$ cat src/rtl/decoder_rr_arbiter_if.sv
// rtl/decoder_rr_arbiter_if.sv - request/grant bus between requesters and the shared 2-to-4 decoder arbiter
interface decoder_rr_arbiter_if;
    logic [3:0] req;
    logic       done;
    logic       addr0;
    logic       addr1;
    logic       enable;
    logic [3:0] grant;
    logic       busy;
    logic       timeout;

    modport master (
        output req, done,
        input  addr0, addr1, enable, grant, busy, timeout
    );

    modport slave (
        input  req, done,
        output addr0, addr1, enable, grant, busy, timeout
    );
endinterface

$ cat src/rtl/decoder_rr_arbiter.sv
// rtl/decoder_rr_arbiter.sv - round-robin arbiter driving a shared 2-to-4 decoder; ARB_TIMEOUT_EN adds forced release
module decoder_rr_arbiter #(
    parameter int TIMEOUT = 15
) (
    input logic                 clk,
    input logic                 reset_n,
    decoder_rr_arbiter_if.slave bus
);

    typedef enum logic [1:0] {
        IDLE  = 2'd0,
        GRANT = 2'd1,
        GAP   = 2'd2
    } state_t;

    state_t     state;
    logic [1:0] ptr;
    logic [1:0] idx;
    logic [1:0] win;
    logic       found;
    logic       rel_norm;
    logic       rel_force;

    if (TIMEOUT < 1) begin : g_bad_timeout
    end

    assign idx      = {bus.addr1, bus.addr0};
    assign rel_norm = bus.done || !bus.req[idx];

    // Scan starts one past the last grantee, so the previous winner is considered last.
    always_comb begin
        found = 1'b0;
        win   = 2'd0;
        for (int k = 1; k <= 4; k++) begin
            if (!found && bus.req[ptr + 2'(k)]) begin
                found = 1'b1;
                win   = ptr + 2'(k);
            end
        end
    end

`ifdef ARB_TIMEOUT_EN
    localparam int CW = $clog2(TIMEOUT + 1);
    logic [CW-1:0] cnt;

    assign rel_force = (cnt == CW'(TIMEOUT - 1));

    always_ff @(posedge clk or negedge reset_n) begin
        if (!reset_n) begin
            cnt         <= '0;
            bus.timeout <= 1'b0;
        end else begin
            bus.timeout <= 1'b0;
            if (state != GRANT) begin
                cnt <= '0;
            end else if (!rel_norm && rel_force) begin
                bus.timeout <= 1'b1;
            end else if (!rel_norm) begin
                cnt <= cnt + 1'b1;
            end
        end
    end
`else
    assign rel_force   = 1'b0;
    assign bus.timeout = 1'b0;
`endif

    always_ff @(posedge clk or negedge reset_n) begin
        if (!reset_n) begin
            state      <= IDLE;
            ptr        <= 2'd3;
            bus.addr0  <= 1'b0;
            bus.addr1  <= 1'b0;
            bus.enable <= 1'b0;
            bus.grant  <= 4'b0000;
            bus.busy   <= 1'b0;
        end else begin
            case (state)
                IDLE, GAP: begin
                    if (found) begin
                        state      <= GRANT;
                        bus.addr0  <= win[0];
                        bus.addr1  <= win[1];
                        bus.enable <= 1'b1;
                        bus.grant  <= 4'b0001 << win;
                        bus.busy   <= 1'b1;
                    end else begin
                        state <= IDLE;
                    end
                end
                GRANT: begin
                    // Address bits keep their value; the decoder is gated off by enable.
                    if (rel_norm || rel_force) begin
                        state      <= GAP;
                        ptr        <= idx;
                        bus.enable <= 1'b0;
                        bus.grant  <= 4'b0000;
                        bus.busy   <= 1'b0;
                    end
                end
                default: begin
                    state      <= IDLE;
                    bus.enable <= 1'b0;
                    bus.grant  <= 4'b0000;
                    bus.busy   <= 1'b0;
                end
            endcase
        end
    end

endmodule
$ cat src/flat_wrapper.sv
// flat-port wrapper written by rule: the top's interface ports become plain ports
module decoder_rr_arbiter_flat 
#(
    parameter int TIMEOUT = 15
)
  (clk, reset_n, bus_req, bus_done, bus_addr0, bus_addr1, bus_enable, bus_grant, bus_busy, bus_timeout);
  decoder_rr_arbiter_if bus_i ();
  input logic clk;
  input logic reset_n;
  input wire logic [$bits(bus_i.req)-1:0] bus_req;
  input wire logic [$bits(bus_i.done)-1:0] bus_done;
  output wire logic [$bits(bus_i.addr0)-1:0] bus_addr0;
  output wire logic [$bits(bus_i.addr1)-1:0] bus_addr1;
  output wire logic [$bits(bus_i.enable)-1:0] bus_enable;
  output wire logic [$bits(bus_i.grant)-1:0] bus_grant;
  output wire logic [$bits(bus_i.busy)-1:0] bus_busy;
  output wire logic [$bits(bus_i.timeout)-1:0] bus_timeout;
  assign bus_i.req = bus_req;
  assign bus_i.done = bus_done;
  assign bus_addr0 = bus_i.addr0;
  assign bus_addr1 = bus_i.addr1;
  assign bus_enable = bus_i.enable;
  assign bus_grant = bus_i.grant;
  assign bus_busy = bus_i.busy;
  assign bus_timeout = bus_i.timeout;
  decoder_rr_arbiter #(.TIMEOUT(TIMEOUT)) u_core (.clk(clk), .reset_n(reset_n), .bus(bus_i));
endmodule
$ cat config.mk
export PLATFORM = sky130hd
export DESIGN_NAME = decoder_rr_arbiter_flat
export DESIGN_NICKNAME = d
export VERILOG_FILES = /design/src/rtl/decoder_rr_arbiter_if.sv /design/src/rtl/decoder_rr_arbiter.sv /design/src/flat_wrapper.sv
export SDC_FILE = /design/constraint.sdc
export NUM_CORES = 1
export LEC_CHECK = 0
export ABC_AREA = 1
export CORE_MARGIN = 4
export CORE_UTILIZATION = 35
export DETAILED_ROUTE_END_ITERATION = 6
export HOLD_SLACK_MARGIN = 0.08
export SYNTH_ARGS = -nofsm -noshare
export SYNTH_HDL_FRONTEND = slang
export SYNTH_SLANG_ARGS = --single-unit
$ cat constraint.sdc
create_clock -name clk -period 2.1 [get_ports clk]
set_input_delay 0.42 -clock clk [delete_from_list [all_inputs] [get_ports clk]]
set_output_delay 0.42 -clock clk [all_outputs]
set_load 0.02 [all_outputs]
==> results of run 1 <==
logic make-up (layout without fill, tap and decap cells):
kind of cell,Yosys count,count (layout),synth area share [%]
AO/OA/AOI/OAI,14,14,10.8
buffers and inverters,16,31,9.27
flip-flops,11,11,34.3
other,1,1,0.463
AND/OR/NAND/NOR,72,72,45.1
layer usage:
layer	vias up	GRT usage [%]	wire length, um
met3	4	1.62	32
met4	0	6.10	27
met2	8	17.9	750
li1	381	-	-
met5	-	0	0
met1	319	15.1	808
path summary, 6_finish.rpt:
check | end | slack, ps | cells past startpoint
max | u_core.bus.grant[3] | 330 | 11
min | u_core.state[1] | 480 | 1
max reg2reg | u_core.bus.grant[3] | 330 | 11
min reg2reg | u_core.bus.grant[0] | 480 | 2
max in group asynchronous | u_core.ptr[1] | 1260 | 1
min in group clk | u_core.bus.grant[0] | 480 | 2
cell usage in the layout (no fill, tap or decap), drive strengths merged:
cell            n
clkdlybuf4s50  14
clkbuf          4
conb            1
dfstp           2
o21bai          1
dfrtp           9
o21ai           9
nand3b          1
nand2          57
nor2            4
a21oi           4
nand3          10
inv            13
flip-flops by register name, summed over array words and instances, names as in the netlist:
signal and flops:
u_core.bus.grant 4, u_core.ptr 2, u_core.bus.addr1 1, u_core.bus.addr0 1
u_core.bus.enable 1, u_core.state 2
critical path, cell delays in order, from the launching register on:
cell and delay (ps):
dfstp_2 660, inv_2 110, nand2_1 70, nand2_1 100, nand2_2 120, nand2_4 80, nor2_8 120, o21ai_1 90
nand2_2 130, inv_2 50, nand3_1 80, nand2_1 50
stage by stage:
stage | std cells | hold slack [ps] | setup slack, ps
global route | 157 | 508 | 183
finish | 157 | 481 | 334
floorplan | 114 | 124 | 612
CTS | 157 | 484 | 318
global placement | 153 | 466 | 171
detailed placement | 153 | 466 | 169
layout make-up:
class,count,area [um2]
Clock buffer,4,26.3
Timing Repair Buffer,14,140
Inverter,13,48.8
Multi-Input combinational cell,87,457
Fill cell,233,1230
Sequential cell,11,278
Tap cell,28,35.0
power breakdown:
group	total, mW	internal, mW	switching, mW
Clock	0.141	0.0735	0.0670
Sequential	0.424	0.318	0.106
Combinational	1.14	0.422	0.723
==> flow_metrics.env, run 1 <==
export IMPL_status="finished clean"
export IMPL_synth_most_common_cell="nand2_1"
export IMPL_synth_area_um2=810
export IMPL_crit_path_start="u_core.ptr[0]"
export IMPL_ys_seq_area_share_pct=34.3
export IMPL_route_vias_total=712
export IMPL_cts_clk_slew_worst_paths_ps=70
export IMPL_crit_fanout=11
export IMPL_gp_congestion=0.775
export IMPL_grt_pass1_wl_mm=2.93
export IMPL_crit_type="flip-flop to flip-flop"
export IMPL_synth_top_area_share_pct=27.8
export IMPL_io_buffers=14
export IMPL_overflow=0
export IMPL_nets=137
export IMPL_ys_warn_count=0
export IMPL_ys_seq_elements=11
export IMPL_synthCells=114
export IMPL_die_w_um=56.1
export IMPL_endpoint_kind="flip-flop"
export IMPL_hpwl_mm=1.35
export IMPL_synth_ff_type="dfrtp_1"
export IMPL_clkSinkCount=11
export IMPL_drive_gt1_share_pct=21.7
export IMPL_async_flop_share_pct=100
export IMPL_start_util_pct=36.6
export IMPL_cp_data_arrival_time_ps=1920
export IMPL_fin_crit_ps=1770
export IMPL_cts_root_buf="clkbuf_4"
export IMPL_syn2layout_area_growth_pct=21.6
export IMPL_clk_path_buf_depth=2
export IMPL_cts_repair_resized=0
export IMPL_finalCoreUtilization_pct=44.5
export IMPL_p_per_area_nw_per_um2=1740
export IMPL_drt_vias_per_instance=4.54
export IMPL_final_cell_area_um2=985
export IMPL_cts_hold_fix_buffers=0
export IMPL_drc=0
export IMPL_fmax_mhz=566
export IMPL_synth_edff_count=0
export IMPL_synth_avg_cell_area_um2=7.10
export IMPL_fin_worst_skew_ps=1.36
export IMPL_power_mw=1.71
export IMPL_io_pins=16
export IMPL_setup_viol=0
export IMPL_rr_startpoint="u_core.ptr[0]"
export IMPL_synth_nets=121
export IMPL_die_y_um=56.1
export IMPL_cts_tree="done"
export IMPL_fin_tns_setup_ps=0
export IMPL_core_area_um2=2210
export IMPL_clk_latency_ps=260
export IMPL_cp_required_ps=2260
export IMPL_drt_pass1_iterations=4
export IMPL_grt_usage_pct=11.4
export IMPL_slew_viol_final=0
export IMPL_die_area_um2=3150
export IMPL_hold_violations=0
export IMPL_htree_levels=1
export IMPL_grt_max_degree=12
export IMPL_grt_pass1_vias=680
export IMPL_antenna_left=0
export IMPL_rows=17
export IMPL_hold_path_class="input port to async pin"
export IMPL_rsz0062_at_grt="no"
export IMPL_cts_buffers=3
export IMPL_max_cap_violations=0
export IMPL_p_leak_nw=0.514
export IMPL_netlist_top_cells_count="nand2_1, nand2_2, inv_1, nand3_1, dfrtp_1"
export IMPL_routed_wl_mm=1.62
export IMPL_drtIter0Drc=8
export IMPL_synth_cell_types=21
export IMPL_antenna_found_initial=0
export IMPL_antenna_cells=0
export IMPL_ir_drop_uv=880
export IMPL_post_cts_buffers=0
export IMPL_wl_per_cell_um=10.3
export IMPL_place_area_um2=958
export IMPL_fin_crit_sh_pct=84.1
export IMPL_synth_top_area_cell="dfrtp_1"
export IMPL_yosys_top_cells_area="dfrtp_1, nand2_1, nand2_2"
export IMPL_startpoint_type="flip-flop"
(Power assumes the default switching activity.)
==> run 2, diff against run 1 <==
==> constraint.sdc (replaced) <==
create_clock -name clk -period 1.76 [get_ports clk]
set_input_delay 0.352 -clock clk [delete_from_list [all_inputs] [get_ports clk]]
set_output_delay 0.352 -clock clk [all_outputs]
set_load 0.02 [all_outputs]
==> run 2 against run 1 <==
First-iteration DRC count increased by 38%. Cell area rose by 13%. Clock skew hardly changed. Utilization grew 5.8 points. Clock-buffer cell count did not move. Register-to-register slack got worse by 240 ps. Flip-flop and latch count unchanged. Sequential share of layout area decreased by 3.2 points.
==> flow_metrics.env, run 2 (synthesis gave the netlist of run 1 again) <==
export IMPL_hpwl_mm=1.40
export IMPL_route_vias_total=778
export IMPL_cts_root_buf="clkbuf_4"
export IMPL_clk_latency_ps=260
export IMPL_die_area_um2=3150
export IMPL_io_pins=16
export IMPL_rr_startpoint="u_core.ptr[1]"
export IMPL_setup_viol=0
export IMPL_reg2reg_depth=11
export IMPL_n_fill_cell=232
export IMPL_largest_reg_flops=4
export IMPL_antenna_found_initial=0
export IMPL_die_w_um=56.1
export IMPL_grt_usage_pct=11.1
export IMPL_final_cell_mix="nand2_1, nand2_2, clkdlybuf4s50_1, inv_1"
export IMPL_drtIter0Drc=11
export IMPL_drive_gt1_share_pct=34.3
export IMPL_worstPathBufferInverterCount=1
export IMPL_overflow=0
export IMPL_grt_pass1_wl_mm=2.84
export IMPL_cp_data_arrival_time_ps=1330
export IMPL_grt_max_degree=12
export IMPL_drt_pass1_iterations=4
export IMPL_r2r_end="u_core.bus.grant[3]"
export IMPL_nets=148
export IMPL_io_buffers=14
export IMPL_fin_crit_ps=1690
export IMPL_syn2layout_area_growth_pct=37.4
export IMPL_hold_violations=0
export IMPL_htree_levels=1
export IMPL_rows=17
export IMPL_fmax_mhz=593
export IMPL_crit_type="flip-flop to output pin"
export IMPL_cts_tree="done"
export IMPL_p_per_area_nw_per_um2=2080
export IMPL_p_leak_nw=0.579
export IMPL_routed_wl_mm=1.91
export IMPL_cp_required_ps=1410
export IMPL_antenna_left=0
export IMPL_max_cap_violations=0
export IMPL_r2r_slack_ps=90
export IMPL_fin_worst_skew_ps=0.886
export IMPL_final_cell_area_um2=1110
export IMPL_largest_register="u_core.bus.grant"
export IMPL_final_common_cell="nand2_1"
export IMPL_antenna_cells=0
export IMPL_crit_chain="clkdlybuf4s50_1"
export IMPL_cpMaxStageDelayCell="clkdlybuf4s50_1"
export IMPL_status="finished clean"
export IMPL_die_y_um=56.1
export IMPL_final_cells=168
export IMPL_hold_path_class="input port to async pin"
export IMPL_placed_cells=160
export IMPL_clk_path_buf_depth=2
export IMPL_drc=0
export IMPL_fin_tns_setup_ps=0
export IMPL_slew_viol_final=0
export IMPL_drt_vias_per_instance=4.63
export IMPL_cts_clk_slew_worst_paths_ps=60
export IMPL_grt_pass1_vias=676
export IMPL_wl_per_cell_um=11.3
export IMPL_startpoint_type="flip-flop"
export IMPL_fin_crit_sh_pct=95.7
export IMPL_ir_drop_uv=1130
export IMPL_clkSinkCount=11
export IMPL_cts_buffers=3
export IMPL_top_regs="u_core.bus.grant: 4 flops, u_core.ptr: 2 flops, u_core.state: 2 flops"
export IMPL_place_area_um2=1010
export IMPL_critPathMaxStageDelay_ps=640
export IMPL_core_area_um2=2210
export IMPL_gp_congestion=0.798
export IMPL_start_util_pct=36.6
export IMPL_critPathTopFamily="buffers and inverters"
export IMPL_power_mw=2.31
export IMPL_endpoint_kind="output pin"
export IMPL_crit_fanout=6
==> run 2: worst max path at each step <==
stage / start / end / cells past startpoint
global route: u_core.ptr[1] / u_core.bus.grant[3] / 12
CTS: u_core.ptr[0] / u_core.bus.grant[3] / 10
global placement: bus_req[3] / u_core.bus.grant[3] / 11
floorplan: u_core.ptr[0] / u_core.bus.grant[2] / 10
finish: u_core.bus.addr0 / bus_addr0 / 1
detailed placement: bus_req[3] / u_core.bus.grant[3] / 11
==> run 2: area by class of cell <==
type                            count  area, um2  share of cell area, %
Tap cell                           28       35.0                   3.15
Timing Repair Buffer               25        230                   20.7
Sequential cell                    11        278                   25.0
Inverter                           13       51.3                   4.61
Clock buffer                        4       26.3                   2.36
Multi-Input combinational cell     87        492                   44.2
==> run 2: power by group <==
group,total [mW],internal [mW],switching [mW]
combinational,1.66,0.677,0.981
sequential,0.493,0.379,0.114
clock,0.163,0.0874,0.0752
==> run 2: repair_timing <==
action	in CTS	in global routing
hold buffers	0	0
buffers inserted	0	4
endpoints found under the setup margin	0	7
gates resized for setup	0	12
==> run 2: through the flow <==
step                util [%]  hold slack [ps]  setup slack, ps
global placement        45.7              467             -104
global route            50.3              458            -36.7
finish                  50.3              421             75.0
detailed placement      45.7              467             -110
CTS                     46.9              429             21.5
floorplan                  -             56.4              272
==> run 2: routing by layer <==
layer	GRT usage, %	wire [um]
met1	15.0	864
met2	18.0	956
met3	0.696	36
met4	5.08	48
met5	0	0
==> run 3, diff against run 2 <==
--- a/config.mk
+++ b/config.mk
@@ -10,6 +10,7 @@
 export CORE_UTILIZATION = 35
 export DETAILED_ROUTE_END_ITERATION = 6
 export HOLD_SLACK_MARGIN = 0.08
+export RECOVER_POWER = 25
 export SYNTH_ARGS = -nofsm -noshare
 export SYNTH_HDL_FRONTEND = slang
 export SYNTH_SLANG_ARGS = --single-unit
==> run 3 against run 2 <==
Clock-buffer cell count unchanged. Cell area is the same. Die area is the same. Via count unchanged. Routed wire length hardly changed. Clock power is essentially flat. Power is essentially flat. Combinational power barely moved. Sequential power about the same. Critical path type unchanged. Flip-flop and latch count did not move.
==> flow_metrics.env, run 3 (synthesis gave the netlist of run 1 again) <==
export IMPL_status="finished clean"
export IMPL_setup_viol=0
export IMPL_critPathTopFamily="buffers and inverters"
export IMPL_worstPathBufferInverterCount=1
export IMPL_drive_gt1_share_pct=34.3
export IMPL_hpwl_mm=1.40
export IMPL_nets=148
export IMPL_final_cell_area_um2=1110
export IMPL_critPathMaxStageDelay_ps=640
export IMPL_die_w_um=56.1
export IMPL_crit_path_start="u_core.bus.addr0"
export IMPL_power_mw=2.31
export IMPL_cts_tree="done"
export IMPL_fin_worst_skew_ps=0.886
export IMPL_gp_congestion=0.798
export IMPL_drc=0
export IMPL_cp_endpoint="bus_addr0"
export IMPL_hp_start="u_core.bus.grant[0]"
export IMPL_p_per_area_nw_per_um2=2080
export IMPL_antenna_found_initial=0
export IMPL_syn2layout_area_growth_pct=37.4
export IMPL_io_buffers=14
export IMPL_routed_wl_mm=1.91
export IMPL_cts_clk_slew_worst_paths_ps=60
export IMPL_die_area_um2=3150
export IMPL_fin_crit_sh_pct=95.7
export IMPL_drt_vias_per_instance=4.63
export IMPL_fin_crit_ps=1690
export IMPL_multi_input_area_um2=492
export IMPL_rows=17
export IMPL_die_y_um=56.1
export IMPL_io_pins=16
export IMPL_antenna_left=0
export IMPL_grt_max_degree=12
export IMPL_cp_required_ps=1410
export IMPL_top_regs="u_core.bus.grant: 4 flops, u_core.ptr: 2 flops, u_core.state: 2 flops"
export IMPL_n_fill_cell=232
export IMPL_overflow=0
export IMPL_max_cap_violations=0
export IMPL_whs_ps=477
export IMPL_r2r_end="u_core.bus.grant[3]"
export IMPL_clkSinkCount=11
export IMPL_path_depth=1
export IMPL_ir_drop_uv=1130
export IMPL_rr_startpoint="u_core.ptr[1]"
export IMPL_grt_usage_pct=11.1
export IMPL_final_common_cell="nand2_1"
export IMPL_final_cell_mix="nand2_1, nand2_2, clkdlybuf4s50_1, inv_1"
export IMPL_cts_root_buf="clkbuf_4"
export IMPL_endpoint_kind="output pin"
export IMPL_antenna_cells=0
export IMPL_core_area_um2=2210
export IMPL_clk_path_buf_depth=2
export IMPL_drt_pass1_iterations=4
export IMPL_r2r_slack_ps=90
export IMPL_route_vias_total=778
export IMPL_clk_latency_ps=260
export IMPL_hold_path_class="flip-flop to flip-flop"
export IMPL_seqCellArea_um2=278
export IMPL_cpMaxStageDelayCell="clkdlybuf4s50_1"
export IMPL_cts_hold_fix_buffers=0
export IMPL_wl_per_cell_um=11.3
export IMPL_grt_pass1_wl_mm=2.84
export IMPL_place_area_um2=1010
export IMPL_crit_chain="clkdlybuf4s50_1"
export IMPL_fmax_mhz=593
export IMPL_reg2reg_depth=11
export IMPL_drtIter0Drc=11
export IMPL_crit_type="flip-flop to output pin"
export IMPL_grt_pass1_vias=676
export IMPL_cts_buffers=3
export IMPL_largest_reg_flops=4
export IMPL_crit_fanout=6
export IMPL_startpoint_type="flip-flop"
export IMPL_p_leak_nw=0.579
export IMPL_htree_levels=1
export IMPL_fin_tns_setup_ps=0
export IMPL_start_util_pct=36.6
export IMPL_slew_viol_final=0
export IMPL_cp_data_arrival_time_ps=1330
export IMPL_hold_violations=0
export IMPL_largest_register="u_core.bus.grant"
## run 3: cell count changes in the layout (fill, tap and decap cells not counted), sizes merged
cell,before,now
dlygate4sd3,0,1
clkdlybuf4s50,14,13
## run 3: per-layer routing
metal,up-vias,share of wire (%),track usage [%]
met3,4,1.9,0.696
li1,408,-,-
met4,0,2.5,5.08
met2,17,50,18.0
met5,-,0,0
met1,349,45,15.0
## run 3: layout make-up
class / instances / area share, %
clock buffers: 4 / 2.36
inverters: 13 / 4.61
multi-input cells: 87 / 44.2
flip-flops and latches: 11 / 25.0
well taps: 28 / 3.15
repair buffers: 25 / 20.7
## run 3: worst min path at each step
stage / to / slack [ps] / depth (start not counted)
6_report: u_core.bus.grant[0] / 480 / 2
5_1_grt: u_core.bus.grant[1] / 510 / 2
4_1_cts: u_core.bus.grant[3] / 430 / 1
3_5_place_dp: u_core.bus.grant[3] / 470 / 2
3_3_place_gp: u_core.bus.grant[0] / 470 / 2
2_1_floorplan: u_core.bus.addr0 / 60 / 0
## run 3: what timing repair did
action,in CTS,in global routing
buffers inserted,0,4
setup endpoints to repair,0,7
resized for setup,0,12
## run 3: per-stage QoR
| step | setup slack (ps) | std cells | util [%] |
|---|---|---|---|
| after floorplan | 272 | 114 | - |
| after global placement | -104 | 160 | 45.7 |
| after detailed placement | -110 | 160 | 45.7 |
| after CTS | 21.5 | 164 | 46.9 |
| after global routing | -36.7 | 168 | 50.3 |
| final | 75.0 | 168 | 50.3 |
## run 3: power by group
group	internal, mW	leakage (nW)	switching [mW]	total (mW)
Clock	0.0874	0.0150	0.0752	0.163
Combinational	0.676	0.429	0.981	1.66
Sequential	0.379	0.135	0.114	0.493
